$ cat src/rtl/ext_pkg.sv
// Shared definitions for the immediate/data extension stage: op codes and FSM states.
package ext_pkg;

    localparam int unsigned EXT_OP_W = 3;

    localparam logic [EXT_OP_W-1:0] EXT_ZERO   = 3'b000;
    localparam logic [EXT_OP_W-1:0] EXT_SIGN   = 3'b001;
    localparam logic [EXT_OP_W-1:0] EXT_LUI    = 3'b010;
    localparam logic [EXT_OP_W-1:0] EXT_BRANCH = 3'b011;
    localparam logic [EXT_OP_W-1:0] EXT_LBU    = 3'b100;
    localparam logic [EXT_OP_W-1:0] EXT_LB     = 3'b101;
    localparam logic [EXT_OP_W-1:0] EXT_LHU    = 3'b110;
    localparam logic [EXT_OP_W-1:0] EXT_LH     = 3'b111;

    typedef enum logic [1:0] {
        ST_EMPTY = 2'd0,
        ST_ONE   = 2'd1,
        ST_TWO   = 2'd2
    } ext_state_t;

endpackage

$ cat src/rtl/imm_ext_core.sv
// Combinational extender: op/imm/load data/byte offset -> {err, result}.
// Load modes (LBU/LB/LHU/LH) exist only when EXT_LOAD_EN is defined; they assume DATA_W >= 32.
module imm_ext_core
    import ext_pkg::*;
#(
    parameter int unsigned IMM_W    = 16,
    parameter int unsigned DATA_W   = 32,
    parameter int unsigned BR_SHIFT = 2
) (
    input  logic [EXT_OP_W-1:0] op,
    input  logic [IMM_W-1:0]    imm,
    input  logic [DATA_W-1:0]   ld_data,
    input  logic [1:0]          boff,
    output logic [DATA_W-1:0]   res,
    output logic                err
);

    logic [DATA_W-1:0] sign_ext;
    assign sign_ext = DATA_W'($signed(imm));

`ifdef EXT_LOAD_EN
    logic [7:0]  ld_byte;
    logic [15:0] ld_half;
    assign ld_byte = ld_data[{boff, 3'b000} +: 8];
    assign ld_half = ld_data[{boff[1], 4'b0000} +: 16];
`else
    logic unused_ld;
    assign unused_ld = ^{ld_data, boff};
`endif

    always_comb begin
        res = '0;
        err = 1'b0;
        case (op)
            EXT_ZERO:   res = DATA_W'(imm);
            EXT_SIGN:   res = sign_ext;
            EXT_LUI:    res = DATA_W'(imm) << (DATA_W - IMM_W);
            EXT_BRANCH: res = sign_ext << BR_SHIFT;
`ifdef EXT_LOAD_EN
            EXT_LBU:    res = DATA_W'(ld_byte);
            EXT_LB:     res = DATA_W'($signed(ld_byte));
            EXT_LHU: begin
                if (boff[0]) err = 1'b1;
                else         res = DATA_W'(ld_half);
            end
            EXT_LH: begin
                if (boff[0]) err = 1'b1;
                else         res = DATA_W'($signed(ld_half));
            end
`endif
            default:    err = 1'b1;
        endcase
    end

endmodule

$ cat src/rtl/imm_ext_stage.sv
// Registered valid/ready extension stage with a one-entry skid behind the output register.
// EXT_LOAD_EN enables the load-extension modes inside imm_ext_core.
module imm_ext_stage
    import ext_pkg::*;
#(
    parameter int unsigned IMM_W    = 16,
    parameter int unsigned DATA_W   = 32,
    parameter int unsigned BR_SHIFT = 2
) (
    input  logic                clk,
    input  logic                reset_n,
    input  logic                flush,
    input  logic                in_valid,
    output logic                in_ready,
    input  logic [EXT_OP_W-1:0] in_op,
    input  logic [IMM_W-1:0]    in_imm,
    input  logic [DATA_W-1:0]   in_data,
    input  logic [1:0]          in_boff,
    output logic                out_valid,
    input  logic                out_ready,
    output logic [DATA_W-1:0]   out_data,
    output logic                out_err
);

    ext_state_t        state, state_next;
    logic [DATA_W-1:0] core_data, skid_data;
    logic              core_err, skid_err;
    logic              accept;
    logic              load_out, load_skid, move_skid, clr_err;

    imm_ext_core #(
        .IMM_W   (IMM_W),
        .DATA_W  (DATA_W),
        .BR_SHIFT(BR_SHIFT)
    ) u_core (
        .op     (in_op),
        .imm    (in_imm),
        .ld_data(in_data),
        .boff   (in_boff),
        .res    (core_data),
        .err    (core_err)
    );

    assign in_ready  = (state != ST_TWO);
    assign out_valid = (state != ST_EMPTY);
    assign accept    = in_valid && in_ready;

    always_ff @(posedge clk or negedge reset_n) begin
        if (!reset_n) state <= ST_EMPTY;
        else          state <= state_next;
    end

    always_comb begin
        state_next = state;
        load_out   = 1'b0;
        load_skid  = 1'b0;
        move_skid  = 1'b0;
        clr_err    = 1'b0;
        if (flush) begin
            state_next = ST_EMPTY;
            clr_err    = 1'b1;
        end else begin
            case (state)
                ST_EMPTY: begin
                    if (accept) begin
                        state_next = ST_ONE;
                        load_out   = 1'b1;
                    end
                end
                ST_ONE: begin
                    if (accept && !out_ready) begin
                        state_next = ST_TWO;
                        load_skid  = 1'b1;
                    end else if (accept) begin
                        load_out   = 1'b1;
                    end else if (out_ready) begin
                        state_next = ST_EMPTY;
                    end
                end
                ST_TWO: begin
                    if (out_ready) begin
                        state_next = ST_ONE;
                        move_skid  = 1'b1;
                    end
                end
                default: state_next = ST_EMPTY;
            endcase
        end
    end

    // Flush clears only the error flag; out_data keeps its last value.
    always_ff @(posedge clk or negedge reset_n) begin
        if (!reset_n) begin
            out_data  <= '0;
            out_err   <= 1'b0;
            skid_data <= '0;
            skid_err  <= 1'b0;
        end else begin
            if (clr_err) begin
                out_err <= 1'b0;
            end else if (load_out) begin
                out_data <= core_data;
                out_err  <= core_err;
            end else if (move_skid) begin
                out_data <= skid_data;
                out_err  <= skid_err;
            end
            if (load_skid) begin
                skid_data <= core_data;
                skid_err  <= core_err;
            end
        end
    end

endmodule

$ cat config.mk
export PLATFORM = sky130hd
export DESIGN_NAME = imm_ext_stage
export DESIGN_NICKNAME = d
export VERILOG_FILES = /design/src/rtl/ext_pkg.sv /design/src/rtl/imm_ext_core.sv /design/src/rtl/imm_ext_stage.sv
export SDC_FILE = /design/constraint.sdc
export NUM_CORES = 1
export LEC_CHECK = 0
export ABC_AREA = 1
export ABC_CLOCK_PERIOD_IN_PS = 1290
export CAP_MARGIN = 20
export CORE_MARGIN = 2
export CORE_UTILIZATION = 30
export DETAILED_ROUTE_END_ITERATION = 10
export GPL_TIMING_DRIVEN = 0
export MAX_ROUTING_LAYER = met4
export SYNTH_ARGS = -nofsm -noshare
export SYNTH_HDL_FRONTEND = slang
export SYNTH_HIERARCHICAL = 1
export SYNTH_SLANG_ARGS = --single-unit
$ cat constraint.sdc
create_clock -name clk -period 1.29 [get_ports clk]
set_input_delay 0.129 -clock clk [delete_from_list [all_inputs] [get_ports clk]]
set_output_delay 0.129 -clock clk [all_outputs]
set_load 0.005 [all_outputs]
# After elaboration in Yosys (flattened, before gate mapping)
# Cells that the tools add are included.
# word_totals
out_inout_bits	35
romBits	0
memories	0
regBits	68
latch_bits	0
ram_bits	0
word_cells	52
# classes
n_reduce_logical	11
n_div	0
n_eq_ne	10
n_mux	25
multipliers	0
n_lt_le_gt_ge	0
bitwise	1
add_sub_neg	0
n_shift	0
# op_table
cell	n
32-bit one-hot mux with 4 select lines	1
32-bit 2-to-1 mux	2
1-bit 2-to-1 mux	14
2-bit 2-to-1 mux	6
4-bit != test, second input constant	2
3-bit by 2-bit == test with 1-bit output, second input constant	2
3-bit != test, second input constant	2
2-bit one-hot mux with 3 select lines	1
4-bit AND reduction	1
2-bit nonzero test	2
4-bit OR reduction	1
3-bit by 1-bit == test with 1-bit output, second input constant	1
3-bit zero test	1
3-bit nonzero test	1
2-bit by 1-bit == test with 1-bit output, second input constant	1
2-bit == test, second input constant	1
1-bit logical AND	2
2-bit zero test	1
2-bit != test, second input constant	1
1-bit one-hot mux with 2 select lines	1
2-bit AND reduction	1
1-bit zero test	1
1-bit NOT	1

# Logic depth before layout (Yosys ltp)
# depth
depth_word	8
mapped_depth	8
depth_no_buf	8

# Hierarchy
# Netlist, hierarchy kept.
# modules_own_cells
module	instances	cells_per_inst	area_each_um2	seq_area_each_um2
imm_ext_stage	1	354	3049.2	1701.6
imm_ext_core	1	79	361.6	0.0

# Worst setup path before layout
# OpenSTA, ideal clock, no wires.
# synth_timing
path_kind	register to register
startpoint	reg state[1]
endpoint	reg skid_data[12]
required_ns	1.160
path_slack_ns	0.029
synth_period_minus_slack_ns	1.261
stages_incl_launch_ff	9
arrival_ns	1.131
setup_time_ns	0.130
n_path_buf	2
cell_sequence	dfrtp_1 > inv_2 > nand2_4 > nor2_8 > nand3_2 > buf_6 > buf_6 > nand2_1 > o21ai_1
# synth_between
elab_chain_cells	6
word_cells_on_any_way	7
classes_between	eq/ne (2); mux (3); reduce/logical (2)
# synth_lines
element	line	source
start, declared	imm_ext_stage.sv:25	ext_state_t state, state_next;
start signal, assigned	imm_ext_stage.sv:50	else state <= state_next;
2-bit != test	imm_ext_stage.sv:44	assign in_ready = (state != ST_TWO);
1-bit logical AND	imm_ext_stage.sv:46	assign accept = in_valid && in_ready;
1-bit logical AND	imm_ext_stage.sv:71	if (accept && !out_ready) begin
1-bit 2-to-1 mux	imm_ext_stage.sv:71	
1-bit 2-to-1 mux (*)	imm_ext_stage.sv:63	case (state)
1-bit 2-to-1 mux (*)	imm_ext_stage.sv:59	if (flush) begin
end signal, assigned	imm_ext_stage.sv:109	skid_data <= core_data;
end, declared	imm_ext_stage.sv:26	logic [DATA_W-1:0] core_data, skid_data;
# Every way passes the cells marked *; elsewhere a longest branch is shown, timed or not.
# A chain may end at the register's enable or synchronous reset.

# Final worst setup path
# layout_timing
startpoint	reg state[1]
endpoint	reg skid_data[9]
# Same word-level chain as after synthesis.

==> metrics.yaml <==
wl_per_cell_um: 15.8
layout_min_cycle_time_ps: 1380
fmax_mhz: 725
io_buffer_count: 58
clock-root-buffer: "clkbuf_16"
grt_usage: 0.178
syn-num-nets: 491
cts.sinks: 68
ys_ff_latch: 68
cap_violations: 0
synthTopCellsByArea: "dfrtp_1 50%, nand3_1 14%, nand2_1 11%"
status: "complete, but fails checks"
critPathLaunchType: "flop"
grt_overflow: 0
grt_pass1_vias: 3213
tightestPinTransition_ps: 905
synth_top_area_frac: 0.499
viasPerCell: 4.94
power_density_nw_per_um2: 1280
cts_buffers: 9
setup_viol: 66
fp-row-count: 38
irDropWorstVdd_uv: 514
drc_errors: 0
wirelength_mm: 10.6
nets: 583
hpwl_mm: 6.90
synth.avg_cell_area_um2: 7.88
num_antenna_cells: 0
synthCells: 433
whs_ps: 336
layout-drive-gt1-share: 0.321
worst_slew_margin_rel: 0.397
total_power_mw: 6.73
first_iter_violations: 197
fin_tns_setup_ps: -3670
core_area_um2: 11000
fin_cells: 670
seq_area_frac_synth: 0.499
yosysUniqueCellTypes: 23
violations: "setup timing"
crit_arrival_ps: 1590
p_leak_nw: 2.63
grt_pass1_wl_mm: 16.7
report.final.hold_viol_count: 0
area_delta_synth_final_pct: 53.7
cp.required_ps: 1500
fillCellCount: 1057
clkLatencyLatePin_ps: 340
vias: 3310
rsz0062_at_grt: "yes"
path_max_fanout: 10
maxSlewViolCount: 0
final_area_um2: 5240
finalClockSkew_ps: 8.89
die_h_um: 111
ys_warn_count: 6
antenna_found_initial: 0
cp-end-kind: "flop"
grt_max_degree: 69
clk_path_buf_depth: 2
htreeDepth: 3
setup_ws_ps: -88.4
start_util: 0.311
synth_top_cell_by_area: "dfrtp_1"
holdCritPathClass: "in -> reg"
die-width_um: 111
path_clk_slew_ps: 60
cts_tree: "done"
finalCritPeriodShare: 1.07
die-area_um2: 12200
place_congestion: 0.900
placed_cell_area_um2: 4160
antenna_left: 0
ios: 93
drt_first_pass_iters: 4
crit_type: "reg -> reg"
synth_area_um2: 3410
dp_cells: 631
## worst max-delay path: stages, from the launching register on
cell and delay [ps]:
dfrtp_1 400, inv_2 90, nand2_4 70, nor2_8 160, nand3_4 120, buf_8 170
buf_8 140, nand2_1 60, o21ai_1 60
## placed cells by master, fill, tap and decap left out, types with 3 or more instances in the layout
cell	netlist	routed
dfrtp_1	68	68
buf_2	15	6
clkbuf_16	0	10
o21ai_1	45	28
buf_4	1	21
buf_6	4	6
inv_1	59	57
nand3_1	97	48
dlygate4sd2_1	0	37
nand4_1	4	4
nor2_1	7	6
clkdlybuf4s50_1	0	17
o21ai_0	11	9
nand3_2	4	50
nand3_4	0	4
nand2_2	1	13
inv_2	2	4
buf_8	0	6
buf_16	0	3
nand2_4	1	6
o21ai_2	4	23
nand2_1	97	79
## logic make-up (layout without fill, tap and decap cells)
kind of cell,Yosys count,after routing,share of synthesized area
flops,68,68,0.499
compound gates,63,63,0.0979
simple gates,214,215,0.291
buf+inv,88,184,0.113
## cell usage after synthesis
cell	number
nand2_1	97
nand3_1	97
dfrtp_1	68
inv_1	59
o21ai_1	45
buf_2	15
o21ai_0	11
nor2_1	7
clkbuf_1	6
buf_6	4
nand3_2	4
nand4_1	4
o21ai_2	4
inv_2	2
nor2_2	2
a21oi_1	1
buf_4	1
clkbuf_2	1
nand2_2	1
nand2_4	1
nor2_8	1
o22ai_1	1
o31ai_1	1
## report_power, final
group	internal [mW]	leakage, nW	switching [mW]	total (mW)
combinational	0.699	1.57	0.734	1.43
sequential	2.51	0.906	0.250	2.76
clock	1.60	0.148	0.937	2.54
total	4.81	2.63	1.92	6.73
## state kept, by name, indices dropped and copies added (netlist names)
signal	flops
out_err	1
state	2
skid_err	1
skid_data	32
out_data	32
## routing by layer
layer,up-vias,share of wire,global-route usage
met5,-,0,-
met4,0,0.016,0.0742
met3,13,0.046,0.0263
met2,96,0.47,0.267
met1,1603,0.47,0.241
li1,1598,-,-
## final timing paths
| kind | cells past startpoint | slack, ps | startpoint | to |
|---|---|---|---|---|
| min in group asynchronous | 2 | 450 | reset_n | out_data[27] |
| max in group asynchronous | 2 | 220 | reset_n | out_data[2] |
| setup / recovery | 8 | -90 | state[1] | skid_data[9] |
| hold reg to reg | 2 | 480 | skid_data[1] | skid_data[1] |
| hold / removal | 2 | 340 | out_ready | state[1] |
| setup reg to reg | 8 | -90 | state[1] | skid_data[9] |
## repair_timing
action                                 CTS  global route
gates resized for setup                103            91
endpoints found under the hold margin   68             0
buffers inserted                        14             1
hold buffers                             1             0
pin swaps                                1             7
gates cloned                             6             1
setup endpoints to repair              100            69
## through the flow
step | utilization | setup WS (ps)
after global routing | 0.477 | -147
after detailed placement | 0.379 | -479
final | 0.477 | -88.4
after floorplan | - | 28.6
after CTS | 0.442 | -52.9
after global placement | 0.379 | -2250
## layout make-up
cell class / instances / area, µm² / share of cell area
Timing Repair Buffer: 80 / 798 / 0.152
Inverter: 61 / 229 / 0.0437
Multi-Input combinational cell: 278 / 1780 / 0.339
Sequential cell: 68 / 1700 / 0.325
Clock buffer: 11 / 253 / 0.0482
Buffer: 27 / 250 / 0.0477
Tap cell: 140 / 175 / 0.0334
Clock inverter: 5 / 58.8 / 0.0112
Power figures use the tool's default switching activity.
